`src/rtl/periph_req_arbiter.sv`:
```
// Round-robin arbiter that shares one peripheral slave port between N_CORES cores.
// Responses come back in issue order and are routed to their originating core.
module periph_req_arbiter #(
  parameter int N_CORES    = 4,
  parameter int ADDR_WIDTH = 32,
  parameter int DATA_WIDTH = 32,
  parameter int BE_WIDTH   = 4,
  parameter int DEPTH      = 4
) (
  input  logic                           clk,
  input  logic                           rst_n,
  input  logic [N_CORES-1:0]             m_req_i,
  input  logic [N_CORES*ADDR_WIDTH-1:0]  m_add_i,
  input  logic [N_CORES-1:0]             m_type_i,
  input  logic [N_CORES*DATA_WIDTH-1:0]  m_wdata_i,
  input  logic [N_CORES*BE_WIDTH-1:0]    m_be_i,
  output logic [N_CORES-1:0]             m_gnt_o,
  output logic [N_CORES-1:0]             m_r_valid_o,
  output logic [DATA_WIDTH-1:0]          m_r_rdata_o,
  output logic                           m_r_opc_o,
  output logic [N_CORES-1:0]             m_busy_o,
  output logic                           s_req_o,
  output logic [ADDR_WIDTH-1:0]          s_add_o,
  output logic                           s_type_o,
  output logic [DATA_WIDTH-1:0]          s_wdata_o,
  output logic [BE_WIDTH-1:0]            s_be_o,
  input  logic                           s_gnt_i,
  input  logic                           s_r_valid_i,
  input  logic [DATA_WIDTH-1:0]          s_r_rdata_i,
  input  logic                           s_r_opc_i,
  output logic                           err_o
);

  localparam int IDX_W = $clog2(N_CORES);
  localparam int PTR_W = $clog2(DEPTH);
  localparam int CNT_W = $clog2(DEPTH + 1);

  logic [IDX_W-1:0]     rr_ptr;
  logic [IDX_W-1:0]     off;
  logic [IDX_W-1:0]     win;
  logic [IDX_W-1:0]     head;
  logic [IDX_W:0]       win_sum;
  logic [2*N_CORES-1:0] req_dbl;
  logic [2*N_CORES-1:0] req_rot;
  logic                 any_req;
  logic                 full;
  logic                 push;
  logic                 pop;
  logic                 err_q;

  logic [PTR_W-1:0]     wr_ptr;
  logic [PTR_W-1:0]     rd_ptr;
  logic [CNT_W-1:0]     count;
  logic [IDX_W-1:0]     fifo_mem [DEPTH];
  logic [CNT_W-1:0]     core_cnt [N_CORES];

  // Rotate the request vector so the scan always starts at rr_ptr.
  always_comb begin
    req_dbl = {m_req_i, m_req_i};
    req_rot = req_dbl >> rr_ptr;
    any_req = 1'b0;
    off     = '0;
    for (int k = 0; k < N_CORES; k++) begin
      if (!any_req && req_rot[k]) begin
        any_req = 1'b1;
        off     = IDX_W'(k);
      end
    end
    win_sum = {1'b0, rr_ptr} + {1'b0, off};
    if (win_sum >= (IDX_W+1)'(N_CORES)) begin
      win_sum = win_sum - (IDX_W+1)'(N_CORES);
    end
    win = any_req ? win_sum[IDX_W-1:0] : '0;
  end

  assign full    = (count == CNT_W'(DEPTH));
  assign s_req_o = any_req & ~full;
  assign push    = s_req_o & s_gnt_i;
  assign pop     = s_r_valid_i & (count != '0);
  assign head    = fifo_mem[rd_ptr];

  assign s_add_o   = m_add_i[int'(win)*ADDR_WIDTH +: ADDR_WIDTH];
  assign s_type_o  = m_type_i[win];
  assign s_wdata_o = m_wdata_i[int'(win)*DATA_WIDTH +: DATA_WIDTH];
  assign s_be_o    = m_be_i[int'(win)*BE_WIDTH +: BE_WIDTH];

  assign m_r_rdata_o = s_r_rdata_i;
  assign m_r_opc_o   = s_r_opc_i;
  assign err_o       = err_q;

  always_comb begin
    m_gnt_o     = '0;
    m_r_valid_o = '0;
    m_busy_o    = '0;
    for (int i = 0; i < N_CORES; i++) begin
      m_gnt_o[i]     = push && (win == IDX_W'(i));
      m_r_valid_o[i] = pop && (head == IDX_W'(i));
      m_busy_o[i]    = (core_cnt[i] != '0);
    end
  end

  // Control state: arbitration pointer, FIFO pointers/occupancy, error flag.
  always_ff @(posedge clk or negedge rst_n) begin
    if (!rst_n) begin
      rr_ptr <= '0;
      wr_ptr <= '0;
      rd_ptr <= '0;
      count  <= '0;
      err_q  <= 1'b0;
    end else begin
      if (push) begin
        rr_ptr <= (win == IDX_W'(N_CORES - 1)) ? '0 : win + IDX_W'(1);
        wr_ptr <= wr_ptr + PTR_W'(1);
      end
      if (pop) begin
        rd_ptr <= rd_ptr + PTR_W'(1);
      end
      case ({push, pop})
        2'b10:   count <= count + CNT_W'(1);
        2'b01:   count <= count - CNT_W'(1);
        default: count <= count;
      endcase
      if (s_r_valid_i && (count == '0)) begin
        err_q <= 1'b1;
      end
    end
  end

  // Per-core outstanding counters; a push and pop for the same core cancel.
  always_ff @(posedge clk or negedge rst_n) begin
    if (!rst_n) begin
      for (int i = 0; i < N_CORES; i++) begin
        core_cnt[i] <= '0;
      end
    end else begin
      for (int i = 0; i < N_CORES; i++) begin
        if ((push && (win == IDX_W'(i))) && !(pop && (head == IDX_W'(i)))) begin
          core_cnt[i] <= core_cnt[i] + CNT_W'(1);
        end else if ((pop && (head == IDX_W'(i))) && !(push && (win == IDX_W'(i)))) begin
          core_cnt[i] <= core_cnt[i] - CNT_W'(1);
        end
      end
    end
  end

  // ID storage holds only data; validity is tracked by count.
  always_ff @(posedge clk) begin
    if (push) begin
      fifo_mem[wr_ptr] <= win;
    end
  end

endmodule

```
`config.mk`:
```
export PLATFORM = sky130hd
export DESIGN_NAME = periph_req_arbiter
export DESIGN_NICKNAME = d
export VERILOG_FILES = /design/src/rtl/periph_req_arbiter.sv
export SDC_FILE = /design/constraint.sdc
export NUM_CORES = 1
export LEC_CHECK = 0
export BUFFER_PORTS_ARGS = -buffer_cell sky130_fd_sc_hd__buf_4
export CAP_MARGIN = 30
export CORE_AREA = 2 2 168 170
export CTS_CLUSTER_SIZE = 40
export DETAILED_ROUTE_END_ITERATION = 6
export DIE_AREA = 0 0 170 172
export PLACE_DENSITY_LB_ADDON = 0.08
export SLEW_MARGIN = 40
export SYNTH_ARGS = -nofsm -noshare
export SYNTH_HDL_FRONTEND = slang
export SYNTH_SLANG_ARGS = --single-unit
```
`constraint.sdc`:
```
create_clock -name clk -period 4.3 [get_ports clk]
set_clock_uncertainty 0.1 [all_clocks]
set_input_delay 0 -clock clk [delete_from_list [all_inputs] [get_ports clk]]
set_output_delay 0 -clock clk [all_outputs]
set_load 0.005 [all_outputs]
```
==> Flow_metrics.wiki, run 1 <==
{| class="wikitable"
! Metric !! Value
|-
| Fraction of power spent switching nets || 0.5080
|-
| Max-cap viol count || 0
|-
| Top-Level Pins || approximately 430
|-
| Flip-flop and latch count after synthesis || 30
|-
| Total area of multi-input combinational cells || between 4000 and 5000 um^2
|-
| Total overflow reported by the global router || 0
|-
| Flop2flop setup slack || about 0.63 ns
|-
| Placed insts || roughly 1400
|-
| VDD IR max || 394.3 uV
|-
| H-tree level count || 2
|-
| Switch Pwr || 0.004312 W
|-
| CTS Root Buffer Type || clkbuf_16
|-
| Relative area change from synthesis to final layout || 56.70%
|-
| Setup repair after global routing missed its margin || no
|-
| Number of filler instances in the final layout || 2962
|-
| Final WS setup || roughly 0.46 ns
|-
| Mean instance size in the synthesized netlist || between 7 and 8 um^2
|-
| Number of DRC markers after the initial detailed-route iteration || 174
|-
| Vertical extent of the die || roughly 170 um
|-
| Worst Path Class, Setup || flip-flop to output pin
|-
| Beginning of the critical path || rr_ptr[1]
|-
| Area of the placeable core || 27480 um^2
|-
| Mapped cell area || between 5000 and 6000 um^2
|-
| Kind of end point of the critical path || output pin
|-
| Pin count of the biggest net entering global routing || 80
|-
| Yosys synthesis warning count || 0
|-
| Cell Pwr Density || 965.7 nW/um^2
|-
| Clock buffer count from CTS || 5
|-
| Router iterations before antenna repair || 5
|-
| Clk Latency, worst-skew pair || around 0.27 ns
|-
| Sequential share of power || 0.070
|-
| Hold Crit Class || primary input to async pin
|-
| Remaining number of nets flagged by the antenna check after routing || 0
|-
| Netlist cell types || 48
|-
| Avg Vias per Cell || 4.750
|-
| Full die area || 29240 um^2
|-
| Capture point of the critical path || s_wdata_o[2]
|-
| Post-route non-filler standard cell count || roughly 1400
|-
| Fraction of final layout cells sized beyond drive strength 1 || 0.4461
|-
| Predominant post-synthesis flop cell || dfrtp_1
|-
| Final core area utilization || 0.3199
|-
| Relative slew margins || 0.5418
|-
| Total Neg Setup Slack || 0 ns
|-
| Final count of negative-setup-slack endpoints || 0
|-
| Sequential Area || 790.8 um^2
|-
| Wire length the detailed router placed on met1 || approximately 10000 um
|-
| CTS tree || built
|-
| Clock transition at the registers of the reported paths || roughly 0.05 ns
|-
| Leak pwr || around 4.2 nW
|-
| Req. time, crit path || between 4 and 5 ns
|-
| Vias in the first global route || between 6000 and 7000
|-
| Result of the run || finished clean
|-
| Uppermost metal layer occupied by signal nets || met5
|-
| Initial antenna violation count || 3
|-
| Number of enable flip-flop cells after synthesis || 8
|-
| Number of vias after detailed routing || ~6700
|-
| Number of clock sinks || 30
|-
| Share of synthesized flip-flops with an asynchronous set or reset || 0.7333
|-
| Buffer depth of the longest clock path || 2
|-
| Drt wl/cell || 18.65 um
|-
| Cell depth of the worst flop-to-flop path || 14
|-
| Top achievable clock speed || 0.2606 GHz
|-
| Wire length on met3 || around 2300 um
|-
| Starting Density || 0.2041
|-
| PortBufs || about 370
|-
| Final worst-path cycle share || 0.8925
|-
| Max Fanout on Critical Path || 79
|-
| Cell Int Power || 0.004176 W
|-
| Total power || roughly 0.0085 W
|-
| Post-Place Setup Slack || approximately 0.6 ns
|-
| Placer Congestion || about 0.75
|-
| Clock network power share || 0.039
|-
| WL met2 || around 14000 um
|-
| Comb power frac || 0.891
|-
| DRC || 0
|-
| Endpoint of the most critical register-to-register path || core_cnt[5]
|-
| Horizontal die dimension || 170 um
|-
| Fin crit period || approximately 3.8 ns
|-
| Arrival time at the worst endpoint || between 3 and 4 ns
|-
| Global-route wire length before repair || approximately 37000 um
|-
| GRT Total Usage || 0.1633
|-
| Detailed placer's ending HPWL || 19680 um
|-
| Post-Synthesis Net Count || 1070
|-
| Standard-cell rows || 61
|-
| Final hold violations || 0
|-
| Post-layout nets || between 1000 and 1500
|-
| Worst reg2reg startpoint || rr_ptr[1]
|-
| Final max-slew violation count || 0
|-
| Total wire length after detailed routing || approximately 26000 um
|-
| Crit path launch type || flip-flop
|-
| Number of standard cells after synthesis || around 730
|-
| Post-synthesis sequential area ratio || 0.1410
|-
| Slew @ Worst Pin || a little under 0.7 ns
|}
-- worst min path at each step --
| stage | start | endpoint | slack (ns) |
|---|---|---|---|
| after floorplan | rst_n | core_cnt[0] | -0.40 |
| after global placement | rst_n | count[2] | -0.18 |
| after detailed placement | rst_n | count[1] | -0.18 |
| after CTS | rst_n | count[1] | 0.06 |
| after global routing | rst_n | count[1] | 0.1 |
| final | rst_n | count[1] | 0.06 |
-- worst max-delay path: stages, from the launching register on --
cell      delay, ns
dfrtp_1        0.65
nor2b_2        0.35
a21oi_1        0.10
a21oi_1        0.16
ha_2           0.29
and2_4         0.18
inv_4          0.34
buf_12         0.35
mux2_2         0.39
o221ai_1       0.26
nor2_1         0.07
buf_4          0.14
-- logic make-up after synthesis --
| kind of cell | count (synthesis) | synth area share |
|---|---|---|
| AOI/OAI and AO/OA | 150 | 0.2507 |
| DFF | 30 | 0.1410 |
| and+or+nand+nor | 284 | 0.2195 |
| xor gates and xnor gates | 21 | 0.03279 |
| muxes | 80 | 0.1566 |
| adders and majority gates | 19 | 0.04908 |
| buffers and inverters | 150 | 0.1503 |
-- sequential cells by signal (all words and copies together), names as in the netlist --
register / flops
wr_ptr: 2
rd_ptr: 2
core_cnt: 12
fifo_mem: 8
count: 3
rr_ptr: 2
err_o: 1
-- synth_stat cells, drive strengths merged, types with 9 or more instances --
master | number | area, um^2
nor2 | 114 | 427.9
nand2 | 76 | 285.3
buf | 68 | 533.0
inv | 52 | 195.2
mux2 | 39 | 442.9
mux2i | 39 | 390.4
a21oi | 38 | 190.2
a221oi | 36 | 503.0
nand3 | 35 | 175.2
nor3 | 34 | 170.2
o221ai | 33 | 289.0
o32ai | 33 | 289.0
clkbuf | 29 | 110.1
dfrtp | 22 | 550.5
ha | 14 | 175.2
xor2 | 12 | 105.1
xnor2 | 9 | 78.83
-- power groups by stage --
stage / Clock, W / Combinational (W) / Sequential (W)
6_report: 0.000330 / 0.00756 / 0.000598
4_1_cts: 0.000340 / 0.00775 / 0.000602
3_5_place_dp: 0 / 0.00770 / 0.000607
3_3_place_gp: 0 / 0.00771 / 0.000607
2_1_floorplan: 0 / 0.00489 / 0.000549
5_1_grt: 0.000353 / 0.00831 / 0.000621
-- routing by layer --
| layer | GRT usage | up-vias |
|---|---|---|
| met5 | 0 | - |
| met4 | 0.02230 | 6 |
| met3 | 0.03662 | 17 |
| met2 | 0.3201 | 301 |
| met1 | 0.1833 | 3079 |
| li1 | - | 3271 |
-- timing repair --
item	in CTS	in global routing
hold buffers	35	0
endpoints found under the hold margin	56	0
setup buffers	0	0
gates resized for setup	0	0
-- layout by cell type, fill, tap and decap left out, types with 34 or more instances in the layout --
| cell | netlist | final |
|---|---|---|
| buf_4 | 42 | 376 |
| inv_1 | 52 | 52 |
| nor2_1 | 114 | 114 |
| nand2_1 | 76 | 75 |
| a21oi_1 | 38 | 38 |
| mux2i_1 | 39 | 39 |
| nor3_1 | 34 | 34 |
| mux2_2 | 38 | 38 |
| dlygate4sd3_1 | 0 | 35 |
| nand3_1 | 35 | 35 |
-- per-stage QoR --
step,instance area [um^2],hold slack [ns]
3_3_place_gp,8294,-0.1766
4_1_cts,8787,0.06224
6_report,8790,0.06262
3_5_place_dp,8295,-0.1815
5_1_grt,8787,0.09618
2_1_floorplan,5609,-0.3956
-- cell type report --
cell class,count,share of cell area
diodes,1,0.0002847
clock buffers,5,0.01423
clock inverters,3,0.001851
inverters,53,0.02292
multi-input cells,554,0.4559
flip-flops and latches,30,0.08996
well taps,346,0.04925
repair buffers,413,0.3656
Power figures use the tool's default switching activity.
==> run 2: changes to the inputs <==
Settings changed: CTS_BUF_LIST set to sky130_fd_sc_hd__clkbuf_4 sky130_fd_sc_hd__clkbuf_8 sky130_fd_sc_hd__clkbuf_16, HOLD_SLACK_MARGIN set to 0.03, MAX_ROUTING_LAYER set to met4.
==> Flow_metrics.wiki, run 2 (synthesis results as in run 1) <==
{| class="wikitable"
! Metric !! Value
|-
| Hold Crit Class || primary input to async pin
|-
| Clock transition at the registers of the reported paths || 0.05 ns (about the same)
|-
| Global-route wire length before repair || 37340 um (-0.26%)
|-
| Total overflow reported by the global router || 0 (unchanged)
|-
| Top achievable clock speed || 0.2595 GHz (-0.42%)
|-
| Biggest regs || core_cnt: 12 flops, fifo_mem: 8 flops, count: 3 flops
|-
| Worst Path Class, Setup || flip-flop to output pin
|-
| Number of flip-flops in the largest register || 12 (unchanged)
|-
| Full die area || 29240 um^2 (unchanged)
|-
| Max-cap viol count || 0 (unchanged)
|-
| Final hold violations || 0 (unchanged)
|-
| Gate family responsible for the most delay along the worst path || buffers and inverters
|-
| Detailed placer's ending HPWL || 19680 um (unchanged)
|-
| Fin crit period || 3.854 ns (+0.01620 ns)
|-
| Standard-cell rows || 61 (unchanged)
|-
| Crit path launch type || flip-flop
|-
| Clk Latency, worst-skew pair || 0.27 ns (about the same)
|-
| Total wire length after detailed routing || 26170 um (-0.15%)
|-
| Number of DRC markers after the initial detailed-route iteration || 170 (-2.3%)
|-
| Router iterations before antenna repair || 4 (-1)
|-
| Biggest register || core_cnt
|-
| Final max-slew violation count || 0 (unchanged)
|-
| Final count of negative-setup-slack endpoints || 0 (unchanged)
|-
| Starting Density || 0.2041 (unchanged)
|-
| Commonest non-fill, non-tap cells in the layout || buf_4 (376), nor2_1 (114), nand2_1 (75)
|-
| Vertical extent of the die || 172 um (unchanged)
|-
| Avg Vias per Cell || 4.722 (-0.60%)
|-
| Post-layout nets || 1393 (unchanged)
|-
| VDD IR max || 393.3 uV (-0.24%)
|-
| Relative slew margins || 0.5390 (-0.002814)
|-
| CP bufs+invs || 3 (unchanged)
|-
| PortBufs || 366 (unchanged)
|-
| Horizontal die dimension || 170 um (unchanged)
|-
| Vias in the first global route || 6422 (+0.19%)
|-
| CP cell instances || nor2b_2 -> a21oi_1 -> a21oi_1 -> ha_2 -> xor2_4 -> buf_4 -> nand3_1 -> mux2_2 -> buf_12 -> nor2_1 -> a221oi_2 -> buf_4
|-
| Number of vias after detailed routing || 6648 (-0.39%)
|-
| Max stage delay cell, worst path || dfrtp_1
|-
| Most frequent standard cell in the layout excluding fill and tap cells || buf_4
|-
| Number of filler instances in the final layout || 2960 (-0.068%)
|-
| Remaining number of nets flagged by the antenna check after routing || 0 (unchanged)
|-
| Result of the run || finished clean
|-
| Area of the placeable core || 27480 um^2 (unchanged)
|-
| Cell depth of the worst flop-to-flop path || 14 (unchanged)
|-
| Final WS setup || 0.4459 ns (-0.01620 ns)
|-
| Total Neg Setup Slack || 0 ns (unchanged)
|-
| Drt wl/cell || 18.59 um (-0.36%)
|-
| Total stage count of the critical path || 12 (+1)
|-
| Arrival time at the worst endpoint || 3.75 ns (about the same)
|-
| Top-Level Pins || 433 (unchanged)
|-
| Kind of end point of the critical path || output pin
|-
| Number of clock sinks || 30 (unchanged)
|-
| Fraction of final layout cells sized beyond drive strength 1 || 0.4461 (unchanged)
|-
| Post-Place Setup Slack || 0.6115 ns (unchanged)
|-
| Relative area change from synthesis to final layout || 56.84% (about the same)
|-
| H-tree level count || 2 (unchanged)
|-
| Buffer depth of the longest clock path || 2 (unchanged)
|-
| Cell Pwr Density || 963.8 nW/um^2 (-0.20%)
|-
| Largest stage delay on the critical path || 0.66 ns (about the same)
|-
| Final worst-path cycle share || 0.8963 (+0.003767)
|-
| Placer Congestion || 0.7609 (+1.3%)
|-
| GRT Total Usage || 0.1679 (+0.004578)
|-
| Leak pwr || 4.153 nW (about the same)
|-
| CTS Root Buffer Type || clkbuf_16
|-
| Clock buffer count from CTS || 5 (unchanged)
|-
| DRC || 0 (unchanged)
|-
| Req. time, crit path || 4.20 ns (about the same)
|-
| Setup repair after global routing missed its margin || no
|-
| Pin count of the biggest net entering global routing || 80 (unchanged)
|-
| CTS tree || built
|-
| Initial antenna violation count || 3 (unchanged)
|-
| Slew @ Worst Pin || 0.6915 ns (+0.004221 ns)
|-
| Max Fanout on Critical Path || 50 (-37%)
|}
## run 2: path summary, 6_finish.rpt
kind / slack [ns] / to / start
setup / recovery: 0.45 / s_add_o[29] / rr_ptr[1]
hold / removal: 0.06 / count[1] / rst_n
setup reg to reg: 0.62 / core_cnt[5] / rr_ptr[1]
hold reg to reg: 0.35 / err_o / err_o
max in group asynchronous: 3.80 / core_cnt[8] / rst_n
min in group clk: 0.08 / fifo_mem[2][1] / s_gnt_i
## run 2: what timing repair did
action | in CTS | in global routing
hold buffers | 35 | 0
resized for setup | 0 | 0
endpoints found under the setup margin | 0 | 0
hold endpoints to repair | 56 | 0
buffers inserted | 0 | 0
## run 2: area by class of cell
class | instances | area (um^2) | share of cell area
flip-flops and latches | 30 | 790.8 | 0.08989
well taps | 346 | 432.9 | 0.04921
diodes | 4 | 10.01 | 0.001138
repair buffers | 413 | 3213 | 0.3652
multi-input cells | 554 | 4008 | 0.4556
clock buffers | 5 | 125.1 | 0.01422
inverters | 53 | 201.4 | 0.02290
clock inverters | 3 | 16.27 | 0.001849
## run 2: metrics by stage
stage / power [W] / hold slack [ns] / utilization / cell area, um^2 / instances
after global routing: 0.009280 / 0.09612 / 0.3201 / 8795 / 1407
after floorplan: 0.005435 / -0.3956 / - / 5609 / 734
after CTS: 0.008692 / 0.06224 / 0.3198 / 8787 / 1404
after detailed placement: 0.008302 / -0.1815 / 0.3019 / 8295 / 1361
after global placement: 0.008321 / -0.1766 / 0.3019 / 8294 / 1361
final: 0.008479 / 0.06200 / 0.3202 / 8797 / 1408
## run 2: where the power goes
part	leakage (nW)	total, W	switching (W)	internal (W)
logic	3.76	0.00755	0.00405	0.00350
clock network	0.0673	0.000331	0.000120	0.000211
registers	0.329	0.000598	0.000137	0.000462
total	4.15	0.00848	0.00430	0.00418
## run 2: metal layers
metal	track usage	vias up	wire, um
met3	0.03479	16	2081
met1	0.1844	3066	10070
li1	-	3279	-
met4	0.02230	0	220
met5	-	-	0
met2	0.3196	287	13790
==> run 3: changes to the inputs <==
Settings changed: ABC_AREA set to 1, CORE_AREA 2 2 168 170 to 2 2 169 171, DIE_AREA 0 0 170 172 to 0 0 171 173.
==> Flow_metrics.wiki, run 3 <==
{| class="wikitable"
! Metric !! Value
|-
| Largest cells by area after synthesis || nand3_1 (26%), inv_1 (21%), nand2_1 (16%)
|-
| Setup repair after global routing missed its margin || no
|-
| Final worst-path cycle share || 0.8280 (-0.06830)
|-
| Leak pwr || 5.530 nW (+33%)
|-
| Clk Latency, worst-skew pair || 0.27 ns (about the same)
|-
| Yosys synthesis warning count || 0 (unchanged)
|-
| Final max-slew violation count || 0 (unchanged)
|-
| Placer Congestion || 0.7597 (-0.16%)
|-
| Detailed placer's ending HPWL || 18870 um (-4.1%)
|-
| Yosys top cell by area || nand3_1
|-
| Req. time, crit path || 4.20 ns (about the same)
|-
| Relative area change from synthesis to final layout || 60.17%
|-
| Gate family responsible for the most delay along the worst path || buffers and inverters
|-
| Arrival time at the worst endpoint || 3.46 ns (-0.29 ns)
|-
| Buffer depth of the longest clock path || 2 (unchanged)
|-
| Horizontal die dimension || 171 um (+0.59%)
|-
| Fraction of final layout cells sized beyond drive strength 1 || 0.2885 (-0.1576)
|-
| Standard-cell rows || 61 (unchanged)
|-
| Top achievable clock speed || 0.2809 GHz (+8.2%)
|-
| Mean instance size in the synthesized netlist || 5.261 um^2 (-31%)
|-
| Vias in the first global route || 6800 (+5.9%)
|-
| Share of synthesized area spent on multiplexers || 0.008147 (-0.1484)
|-
| Max stage delay cell, worst path || buf_6
|-
| Result of the run || finished clean
|-
| Router iterations before antenna repair || 4 (unchanged)
|-
| Final WS setup || 0.7396 ns (+0.2937 ns)
|-
| Largest stage delay on the critical path || 0.61 ns (-0.05 ns)
|-
| Flip-flop and latch count after synthesis || 30 (unchanged)
|-
| Number of enable flip-flop cells after synthesis || 8 (unchanged)
|-
| Post-Synthesis Net Count || 1387 (+30%)
|-
| Cell Pwr Density || 1040 nW/um^2 (+7.9%)
|-
| Number of gates resized after CTS || 0 (unchanged)
|-
| Avg Vias per Cell || 4.067 (-14%)
|-
| Full die area || 29580 um^2 (+1.2%)
|-
| Ranking of synthesized cells by instance count || inv_1 (312), nand3_1 (289), nand2_1 (239)
|-
| Max-cap viol count || 0 (unchanged)
|-
| Cell with the most instances after synthesis || inv_1
|-
| Number of clock sinks || 30 (unchanged)
|-
| Most used cell along the critical path || nand3_1
|-
| Remaining number of nets flagged by the antenna check after routing || 0 (unchanged)
|-
| Number of filler instances in the final layout || 3227 (+9.0%)
|-
| Total power || 0.009212 W (+8.7%)
|-
| Area of the placeable core || 27630 um^2 (+0.56%)
|-
| Share of synthesized flip-flops with an asynchronous set or reset || 0.7333 (unchanged)
|-
| Post-Place Setup Slack || 0.7220 ns (+0.1105 ns)
|-
| Adder-cell share of the synthesized area || 0.04979 (+0.0007107)
|-
| Area share of xor/xnor cells in the synthesized design || 0.02059 (-0.01220)
|-
| Global-route wire length before repair || 37670 um (+0.89%)
|-
| Buffers inserted during post-CTS setup optimization || 0 (unchanged)
|-
| Biggest regs || core_cnt: 12 flops, fifo_mem: 8 flops, count: 3 flops
|-
| GRT Total Usage || 0.1660 (-0.001865)
|-
| Starting Density || 0.2001 (-0.004026)
|-
| Worst Path Class, Setup || flip-flop to output pin
|-
| Number of standard cells after synthesis || 1051 (+43%)
|-
| CTS Root Buffer Type || clkbuf_16
|-
| Top-Level Pins || 433 (unchanged)
|-
| Total overflow reported by the global router || 0 (unchanged)
|-
| Post-layout nets || 1711 (+23%)
|-
| Netlist cell types || 26 (-46%)
|-
| Clock buffer count from CTS || 5 (unchanged)
|-
| Drt wl/cell || 14.42 um (-22%)
|-
| Commonest non-fill, non-tap cells in the layout || buf_4 (373), inv_1 (312), nand3_1 (289)
|-
| Sequential Area || 790.8 um^2 (unchanged)
|-
| PortBufs || 366 (unchanged)
|-
| Final hold violations || 0 (unchanged)
|-
| Fin crit period || 3.560 ns (-0.2937 ns)
|-
| Relative slew margins || 0.4918 (-0.04715)
|-
| Dominant combinational cell family by area after synthesis || simple AND/OR/NAND/NOR gates
|-
| H-tree level count || 2 (unchanged)
|-
| Clock transition at the registers of the reported paths || 0.06 ns (about the same)
|-
| CP bufs+invs || 4 (+1)
|-
| Crit path launch type || flip-flop
|-
| Post-route non-filler standard cell count || 1754 (+25%)
|-
| Number of vias after detailed routing || 7134 (+7.3%)
|-
| Most frequent standard cell in the layout excluding fill and tap cells || buf_4
|-
| Number of DRC markers after the initial detailed-route iteration || 369 (+120%)
|-
| Kind of end point of the critical path || output pin
|-
| Flop2flop setup slack || 0.77 ns (+0.15 ns)
|-
| Hold Crit Class || primary input to async pin
|-
| Fraction of the mapped netlist area in compound gates || 0.02421 (-0.2265)
|-
| Ant diodes || 0 (-4)
|-
| Post-synthesis sequential area ratio || 0.1430 (+0.002042)
|-
| VDD IR max || 993.5 uV (+150%)
|-
| Placed insts || 1710 (+26%)
|-
| Total area of multi-input combinational cells || 3054 um^2 (-24%)
|-
| Total Neg Setup Slack || 0 ns (unchanged)
|-
| Fraction of post-synthesis cell area in the top cell type by area || 0.2616 (+0.1634)
|-
| Vertical extent of the die || 173 um (+0.58%)
|-
| Number of flip-flops in the largest register || 12 (unchanged)
|-
| Simple-gate portion of the synthesized area || 0.4433 (+0.2238)
|-
| Minimum hold slack || 0.06441 ns (+0.002406 ns)
|-
| Max Fanout on Critical Path || 80 (+60%)
|-
| Predominant post-synthesis flop cell || dfrtp_1
|-
| Biggest register || core_cnt
|-
| DRC || 0 (unchanged)
|-
| Mapped cell area || 5529 um^2 (-1.4%)
|-
| Final count of negative-setup-slack endpoints || 0 (unchanged)
|-
| Initial antenna violation count || 0 (-3)
|-
| Total wire length after detailed routing || 25300 um (-3.3%)
|-
| Pin count of the biggest net entering global routing || 88 (+10%)
|-
| Slew @ Worst Pin || 0.7622 ns (+0.07072 ns)
|-
| CP cell instances || inv_2 -> nand2_1 -> nand3_1 -> nand2_1 -> nand3_1 -> a21boi_0 -> ha_4 -> buf_4 -> buf_6 -> nand3_1 -> nand3_1 -> nand2_1 -> buf_4
|-
| CTS tree || built
|}
-- run 3: cell types whose count changed after synthesis, moves of 34 or more --
cell	delta
nor2_1	-90
nor3_1	-34
nand3_1	+254
nand2_1	+163
mux2i_1	-39
mux2_2	-34
inv_1	+260
-- run 3: final cells by class --
class	instances	area share
repair buffers	412	0.3607
multi-input cells	612	0.3449
inverters	314	0.1331
flip-flops and latches	30	0.08929
well taps	378	0.05340
clock buffers	7	0.01780
clock inverters	1	0.0008477
-- run 3: path summary, 6_finish.rpt --
check                            start             to  depth (start not counted)
setup / recovery             rr_ptr[0]  s_wdata_o[25]                         13
hold / removal                   rst_n       count[0]                          2
setup reg to reg             rr_ptr[0]    core_cnt[7]                         16
hold reg to reg                  err_o          err_o                          1
max in group asynchronous        rst_n    core_cnt[5]                          2
min in group clk           m_add_i[81]    s_add_o[17]                          6
-- run 3: kinds of logic after synthesis --
group / Yosys count
AOI/OAI and AO/OA: 22
xor gates and xnor gates: 13
adders and majority gates: 19
buffers and inverters: 409
DFF: 30
muxes: 4
and+or+nand+nor: 554
-- run 3: per-stage QoR --
stage | util | instance area, um^2
floorplan | - | 5529
global placement | 0.3011 | 8319
detailed placement | 0.3014 | 8327
CTS | 0.3204 | 8852
global route | 0.3205 | 8856
finish | 0.3205 | 8856
-- run 3: repair_timing --
item                                    CTS  global route
hold buffers                             36             0
endpoints found under the hold margin    58             0
endpoints found under the setup margin    0             0
-- run 3: report_power, final --
part           internal, W  switching [W]  total [W]  leakage, nW
clock             0.000256       0.000129   0.000385       0.0787
combinational      0.00342        0.00483    0.00825         5.12
sequential        0.000472       0.000108   0.000580        0.330
total              0.00415        0.00507    0.00921         5.53
-- run 3: metal layers --
metal,vias to the layer above,part of all wire,track usage
li1,3736,-,-
met1,3105,0.42,0.1993
met2,282,0.50,0.2955
met3,11,0.078,0.03159
met4,0,0.0069,0.01695
met5,-,0,-
